[src/rtl/menu_selector_pkg.sv]
// Shared encodings for the menu selector: top-level state codes, menu tile
// codes and the unlock FSM state type.
package menu_selector_pkg;

   typedef enum logic [3:0] {
      MENU         = 4'd0,
      VOLUME       = 4'd1,
      POKEMON      = 4'd2,
      POKEMON_OVER = 4'd3,
      FRUIT        = 4'd4,
      POTION       = 4'd5,
      POTION_INIT  = 4'd6,
      POTION_WIN   = 4'd7
   } top_state_e;

   // {row,col}
   typedef enum logic [1:0] {
      TILE_VOLUME  = 2'b00,
      TILE_POKEMON = 2'b01,
      TILE_FRUIT   = 2'b10,
      TILE_POTION  = 2'b11
   } tile_e;

   typedef enum logic {
      LOCK_HELD = 1'b0,
      LOCK_OPEN = 1'b1
   } lock_e;

   localparam int IDLE_W = 14;

endpackage

[src/rtl/menu_selector_if.sv]
// Button / state / cursor bundle between the top-level game FSM and the menu
// selector. The freq signal exists only when MENU_LOCK_EN is defined.
interface menu_selector_if;

   logic       btnC;
   logic       btnL;
   logic       btnR;
   logic       btnU;
   logic       btnD;
   logic [3:0] state;
`ifdef MENU_LOCK_EN
   logic [11:0] freq;
`endif
   logic [1:0] nextStateMenu;
   logic       locked;
   logic       menu_active;

`ifdef MENU_LOCK_EN
   modport master (
      output btnC, btnL, btnR, btnU, btnD, state, freq,
      input  nextStateMenu, locked, menu_active
   );
   modport slave (
      input  btnC, btnL, btnR, btnU, btnD, state, freq,
      output nextStateMenu, locked, menu_active
   );
`else
   modport master (
      output btnC, btnL, btnR, btnU, btnD, state,
      input  nextStateMenu, locked, menu_active
   );
   modport slave (
      input  btnC, btnL, btnR, btnU, btnD, state,
      output nextStateMenu, locked, menu_active
   );
`endif

endinterface

[src/rtl/menu_selector_freq_unlock.sv]
// Microphone-frequency unlock: the menu opens after UNLOCK_CYCLES consecutive
// cycles with FREQ_LO <= freq <= FREQ_HI, and stays open until reset.
//
//   state     | meaning
//   ----------+-------------------------------------------------------------
//   LOCK_HELD | counting consecutive in-band cycles, menu still locked
//   LOCK_OPEN | unlock achieved, sticky until reset
module freq_unlock
   import menu_selector_pkg::*;
#(
   parameter int UNLOCK_CYCLES = 2000,
   parameter int FREQ_LO       = 200,
   parameter int FREQ_HI       = 700
) (
   input  logic        clk,
   input  logic        reset,
   input  logic [11:0] freq,
   output logic        unlocked
);

   localparam int            CW   = $clog2(UNLOCK_CYCLES + 1);
   localparam logic [CW-1:0] LAST = CW'(UNLOCK_CYCLES - 1);
   localparam logic [11:0]   LO   = 12'(FREQ_LO);
   localparam logic [11:0]   HI   = 12'(FREQ_HI);

   lock_e         st_q, st_d;
   logic [CW-1:0] cnt_q, cnt_d;
   logic          in_band;

   assign in_band  = (freq >= LO) && (freq <= HI);
   assign unlocked = (st_q == LOCK_OPEN);

   // State and run-length counter registers.
   always_ff @(posedge clk or posedge reset) begin
      if (reset) begin
         st_q  <= LOCK_HELD;
         cnt_q <= '0;
      end else begin
         st_q  <= st_d;
         cnt_q <= cnt_d;
      end
   end

   // The unlocking cycle must itself be in band: it is the UNLOCK_CYCLES-th
   // consecutive one, so a dropout right after LAST still re-locks the count.
   always_comb begin
      st_d  = st_q;
      cnt_d = cnt_q;
      case (st_q)
         LOCK_HELD: begin
            if (!in_band) begin
               cnt_d = '0;
            end else if (cnt_q == LAST) begin
               st_d  = LOCK_OPEN;
               cnt_d = '0;
            end else begin
               cnt_d = cnt_q + CW'(1);
            end
         end
         LOCK_OPEN: cnt_d = '0;
         default: begin
            st_d  = LOCK_HELD;
            cnt_d = '0;
         end
      endcase
   end

endmodule

[src/rtl/menu_selector.sv]
// Menu cursor for the 2x2 game-select grid with idle return-to-home.
// Build option: define MENU_LOCK_EN to gate the menu behind a frequency unlock
// (adds the freq signal and freq_unlock); undefined, locked is tied low.
module menu_selector
   import menu_selector_pkg::*;
#(
   parameter int IDLE_TIMEOUT  = 10000,
   parameter int UNLOCK_CYCLES = 2000,
   parameter int FREQ_LO       = 200,
   parameter int FREQ_HI       = 700
) (
   input  logic            clk,
   input  logic            reset,
   menu_selector_if.slave  bus
);

   localparam logic [IDLE_W-1:0] IDLE_LAST = IDLE_W'(IDLE_TIMEOUT - 1);

   if (FREQ_LO > FREQ_HI || UNLOCK_CYCLES < 1 ||
       IDLE_TIMEOUT < 1 || IDLE_TIMEOUT >= (1 << IDLE_W)) begin : g_bad_cfg
      $error("menu_selector: inconsistent parameter set");
   end

   logic [1:0]        tile_q, tile_d;
   logic [IDLE_W-1:0] idle_q, idle_d;
   logic              active_q, active_d;
   logic              unlocked;
   logic              any_btn;

`ifdef MENU_LOCK_EN
   freq_unlock #(
      .UNLOCK_CYCLES (UNLOCK_CYCLES),
      .FREQ_LO       (FREQ_LO),
      .FREQ_HI       (FREQ_HI)
   ) u_unlock (
      .clk      (clk),
      .reset    (reset),
      .freq     (bus.freq),
      .unlocked (unlocked)
   );
`else
   assign unlocked = 1'b1;
`endif

   assign any_btn           = bus.btnC | bus.btnL | bus.btnR | bus.btnU | bus.btnD;
   assign bus.nextStateMenu = tile_q;
   assign bus.menu_active   = active_q;
   assign bus.locked        = ~unlocked;

   // Cursor, idle timer and menu-active registers.
   always_ff @(posedge clk or posedge reset) begin
      if (reset) begin
         tile_q   <= TILE_VOLUME;
         idle_q   <= '0;
         active_q <= 1'b0;
      end else begin
         tile_q   <= tile_d;
         idle_q   <= idle_d;
         active_q <= active_d;
      end
   end

   // Moves act on the registered menu_active; btnC freezes the cursor so the
   // consumer sees a stable tile in the select cycle. Leaving MENU just stops
   // accepting moves, so the last tile is remembered.
   always_comb begin
      tile_d   = tile_q;
      idle_d   = idle_q;
      active_d = (bus.state == MENU) && unlocked;

      if (!active_q || any_btn) begin
         idle_d = '0;
      end else if (idle_q == IDLE_LAST) begin
         idle_d = '0;
         tile_d = TILE_VOLUME;
      end else if (idle_q != '1) begin
         idle_d = idle_q + IDLE_W'(1);
      end

      if (active_q && !bus.btnC) begin
         if (bus.btnU || bus.btnD) begin
            tile_d = {~tile_q[1], tile_q[0]};
         end else if (bus.btnL || bus.btnR) begin
            tile_d = {tile_q[1], ~tile_q[0]};
         end
      end
   end

endmodule
[src/flat_wrapper.sv]
// flat-port wrapper written by rule: the top's interface ports become plain ports
module menu_selector_flat import menu_selector_pkg::*;
#(
   parameter int IDLE_TIMEOUT  = 10000,
   parameter int UNLOCK_CYCLES = 2000,
   parameter int FREQ_LO       = 200,
   parameter int FREQ_HI       = 700
)
  (clk, reset, bus_btnC, bus_btnL, bus_btnR, bus_btnU, bus_btnD, bus_state, bus_nextStateMenu, bus_locked, bus_menu_active);
  menu_selector_if bus_i ();
  input  logic clk;
  input  logic reset;
  input wire logic [$bits(bus_i.btnC)-1:0] bus_btnC;
  input wire logic [$bits(bus_i.btnL)-1:0] bus_btnL;
  input wire logic [$bits(bus_i.btnR)-1:0] bus_btnR;
  input wire logic [$bits(bus_i.btnU)-1:0] bus_btnU;
  input wire logic [$bits(bus_i.btnD)-1:0] bus_btnD;
  input wire logic [$bits(bus_i.state)-1:0] bus_state;
  output wire logic [$bits(bus_i.nextStateMenu)-1:0] bus_nextStateMenu;
  output wire logic [$bits(bus_i.locked)-1:0] bus_locked;
  output wire logic [$bits(bus_i.menu_active)-1:0] bus_menu_active;
  assign bus_i.btnC = bus_btnC;
  assign bus_i.btnL = bus_btnL;
  assign bus_i.btnR = bus_btnR;
  assign bus_i.btnU = bus_btnU;
  assign bus_i.btnD = bus_btnD;
  assign bus_i.state = bus_state;
  assign bus_nextStateMenu = bus_i.nextStateMenu;
  assign bus_locked = bus_i.locked;
  assign bus_menu_active = bus_i.menu_active;
  menu_selector #(.IDLE_TIMEOUT(IDLE_TIMEOUT), .UNLOCK_CYCLES(UNLOCK_CYCLES), .FREQ_LO(FREQ_LO), .FREQ_HI(FREQ_HI)) u_core (.clk(clk), .reset(reset), .bus(bus_i));
endmodule
[config.mk]
export PLATFORM = sky130hd
export DESIGN_NAME = menu_selector_flat
export DESIGN_NICKNAME = d
export VERILOG_FILES = /design/src/rtl/menu_selector_pkg.sv /design/src/rtl/menu_selector_if.sv /design/src/rtl/menu_selector_freq_unlock.sv /design/src/rtl/menu_selector.sv /design/src/flat_wrapper.sv
export SDC_FILE = /design/constraint.sdc
export NUM_CORES = 1
export LEC_CHECK = 0
export CORE_MARGIN = 5
export CORE_UTILIZATION = 30
export DETAILED_ROUTE_END_ITERATION = 6
export PLACE_DENSITY = 0.56
export SYNTH_ARGS = -nofsm -noshare
export SYNTH_HDL_FRONTEND = slang
export SYNTH_SLANG_ARGS = --single-unit
[constraint.sdc]
create_clock -name clk -period 2.1 [get_ports clk]
set_input_delay 0.525 -clock clk [delete_from_list [all_inputs] [get_ports clk]]
set_output_delay 0.525 -clock clk [all_outputs]
set_load 0.05 [all_outputs]
==> metrics.json <==
{
  "synthArstFlopShare": 1.00,
  "vdd_drop_max_mv": 0.273,
  "design.final.nets": 139,
  "timing.final.max_slew_violations": 0,
  "cts_root_buf": "sky130_fd_sc_hd__clkbuf_4",
  "seq_area_um2": 425,
  "dp_hpwl_mm": 1.72,
  "min-delay-path-class": "reg -> reg",
  "cell_internal_pwr_uw": 451,
  "cts.sink_count": 17,
  "drive_above_1_share": 0.262,
  "cells_on_worst_reg2reg_path": 7,
  "power.leakage_nw": 0.564,
  "timing.slew.headroom": 0.560,
  "slowest_delay_ns": 0.82,
  "first_global_vias": 870,
  "timing.critical_path.to_type": "output pin",
  "synth_area_um2": 966,
  "syn-mean-instance-area_um2": 9.76,
  "numPlacedInstances": 166,
  "final_antenna_net_count": 0,
  "whs_ns": 0.501,
  "antenna_found_initial": 0,
  "status": "completed",
  "min_delay_path_depth": 1,
  "critical_path.cell_chain": "clkdlybuf4s50_1",
  "period_needed_ns": 2.03,
  "terminus_of_the_critical_flop_to_flop_path": "u_core.idle_q[1]",
  "final.period_utilization": 0.967,
  "average_detailed_routed_wire_length_per_instance_um": 12.8,
  "m1WireLength_um": 979,
  "fp.coreArea_mm2": 0.00308,
  "congestion_overflow_gr": 0,
  "topRoutingLayerUsed": "met4",
  "critPathArrivalTime_ns": 1.51,
  "critical_path_class": "reg -> out",
  "detailroute.wirelength.met2_mm": 1.07,
  "gp_congestion": 0.771,
  "rr_startpoint": "u_core.idle_q[0]",
  "io_pins": 15,
  "total_met3_wirelength_after_detailed_routing_um": 86,
  "clk_slew_on_worst_s_h_paths_ns": 0.11,
  "insertedDiodeCount": 0,
  "synth_flop_cell": "sky130_fd_sc_hd__dfrtp_1",
  "yosysSeqAreaShare": 0.440,
  "timing_worst_slew_pin_value_ns": 0.659,
  "area_growth_syn_to_fin_pct": 32.3,
  "die_y_um": 66.7,
  "number_of_enable_flip_flop_cells_after_synthesis": 0,
  "grt_pass1_wl_mm": 3.81,
  "routed_via_density": 4.91,
  "crit_required_ns": 1.57,
  "report.final.setup_viol": 0,
  "multiInputGateArea_um2": 539,
  "p_per_area_mw_per_mm2": 493,
  "post_layout_nonfiller_instances": 170,
  "grt_max_degree": 18,
  "crit_path_top_delay_cell": "sky130_fd_sc_hd__clkdlybuf4s50_1",
  "cts_made_buffers": 3,
  "post-route-drc-count": 0,
  "ff2ff_setup_slack_ns": 0.24,
  "worstSetupStartpointType": "register",
  "postSynthNetCount": 111,
  "full_die_area_mm2": 0.00445,
  "wirelength_mm": 2.17,
  "grt_total_usage": 0.114,
  "p_comb_frac": 0.163,
  "io_buffers": 13,
  "crit_path_max_fanout": 3,
  "critPathTopFamily": "buffers and inverters",
  "worst_hold_path.endpoint": "u_core.bus.nextStateMenu[1]",
  "initial_utilization": 0.314,
  "max_cap_viol_count": 0,
  "synth.lib_cells_used.distinct": 41,
  "min_from": "u_core.bus.nextStateMenu[1]",
  "die_span_in_x_um": 66.7,
  "switchingPower_uw": 179,
  "flip_flop_and_latch_count_after_synthesis": 17,
  "cts_max_path_buffers": 2,
  "detailroute.via_count": 835,
  "power.switching_fraction": 0.284,
  "netlist_instances": 99,
  "hold_viol": 0,
  "synthesis.yosys.warnings": 0,
  "fillCellCount": 308,
  "pwr-share-clk": 0.289,
  "rows": 20,
  "max_freq_mhz": 492,
  "tritoncts": "built",
  "critPathBufInv": 1,
  "cts_setup_buffers": 0,
  "cts-htree-levels": 1,
  "dr.first_iter.drc_count": 48,
  "fin_worst_skew_ns": 0.00797,
  "power.sequential.fraction": 0.548,
  "rsz0062_at_grt": "false",
  "firstDrtPassIters": 4,
  "worstSkewPairLatency_ns": 0.30
}
==> cells in the mapped netlist (2+ instances only) <==
cell type	count	share of area
sky130_fd_sc_hd__nand2_1	6	0.023
sky130_fd_sc_hd__xnor2_1	5	0.045
sky130_fd_sc_hd__and3_1	2	0.013
sky130_fd_sc_hd__o31ai_1	2	0.016
sky130_fd_sc_hd__nor2_1	12	0.047
sky130_fd_sc_hd__a22o_1	2	0.018
sky130_fd_sc_hd__dfrtp_1	17	0.44
sky130_fd_sc_hd__or2_1	2	0.013
sky130_fd_sc_hd__nand4_1	2	0.013
sky130_fd_sc_hd__nand2b_1	2	0.013
sky130_fd_sc_hd__a21oi_1	4	0.021
sky130_fd_sc_hd__nor3_1	3	0.016
sky130_fd_sc_hd__nand3_1	4	0.021
sky130_fd_sc_hd__o21ai_0	8	0.041
sky130_fd_sc_hd__nor3_2	2	0.021
==> sequential cells by signal (all words and copies together) (netlist names) <==
signal / count
u_core.idle_q: 14
u_core.bus.menu_active: 1
u_core.bus.nextStateMenu: 2
==> power by group through the flow <==
stage                     registers [mW]  logic, mW  clock network, mW
after floorplan                    0.386     0.0234                  0
after global placement             0.350      0.104                  0
after detailed placement           0.351      0.105                  0
after CTS                          0.346      0.106              0.186
after global routing               0.348      0.112              0.203
final                              0.345      0.103              0.182
==> through the flow <==
stage               instance area [um2]   util  setup TNS, ns  setup slack, ns  power (mW)
global route                       1280  0.415              0           0.0111       0.662
CTS                                1260  0.409              0           0.0154       0.637
detailed placement                 1220  0.397          -4.68           -0.387       0.456
floorplan                           966      -              0           0.0212       0.409
global placement                   1220  0.397          -4.50           -0.365       0.454
finish                             1280  0.415              0           0.0685       0.630
==> kinds of logic (layout without fill, tap and decap cells) <==
| family | Yosys count | count (layout) | synth area share |
|---|---|---|---|
| buffers and inverters | 3 | 30 | 0.0233 |
| AO/OA/AOI/OAI | 21 | 21 | 0.137 |
| XOR/XNOR | 6 | 6 | 0.0544 |
| other | 1 | 1 | 0.00388 |
| adder cells (fa/ha/maj) | 1 | 1 | 0.0130 |
| flip-flops | 17 | 17 | 0.440 |
| AND/OR/NAND/NOR | 50 | 50 | 0.328 |
==> worst max-delay path by stage <==
stage | start | endpoint | slack [ns] | depth (start not counted)
2_1_floorplan | u_core.bus.menu_active | u_core.idle_q[3] | 0.02 | 6
3_3_place_gp | bus_btnC | u_core.idle_q[3] | -0.37 | 6
3_5_place_dp | bus_btnC | u_core.idle_q[3] | -0.39 | 6
4_1_cts | bus_btnC | u_core.idle_q[3] | 0.02 | 6
5_1_grt | u_core.bus.nextStateMenu[0] | bus_nextStateMenu[0] | 0.01 | 1
6_report | u_core.bus.nextStateMenu[0] | bus_nextStateMenu[0] | 0.07 | 1
==> cell usage in the layout (no fill, tap or decap), drive strengths merged <==
master	n
dfrtp	17
nor2	13
buf	12
clkdlybuf4s50	10
o21ai	9
nand2	7
xnor2	5
nor3	5
nand3	4
a21oi	4
clkbuf	4
dlymetal6s2s	3
or2	3
and3	3
nand4	2
o31ai	2
nand2b	2
a22o	2
nor4	2
and4	2
or4b	1
or4	1
or3b	1
a31oi	1
a21boi	1
a211oi	1
inv	1
xor2	1
nand3b	1
o211a	1
and4b	1
and2	1
and2b	1
ha	1
conb	1
==> cell type report <==
cell class	count	share of cell area
Clock buffer	4	0.0206
Sequential cell	17	0.333
Tap cell	44	0.0431
Multi-Input combinational cell	79	0.422
Timing Repair Buffer	25	0.178
Inverter	1	0.00294
==> routing by layer <==
metal  vias up  global-route usage
met5         -                   0
met4         0              0.0457
met3         4              0.0236
met2        16               0.187
met1       403               0.145
li1        412                   -
==> repair_timing <==
action,CTS,global route
hold buffers,0,0
pin swaps,1,4
endpoints found under the setup margin,10,11
gates resized for setup,2,7
Power figures use the tool's default switching activity.
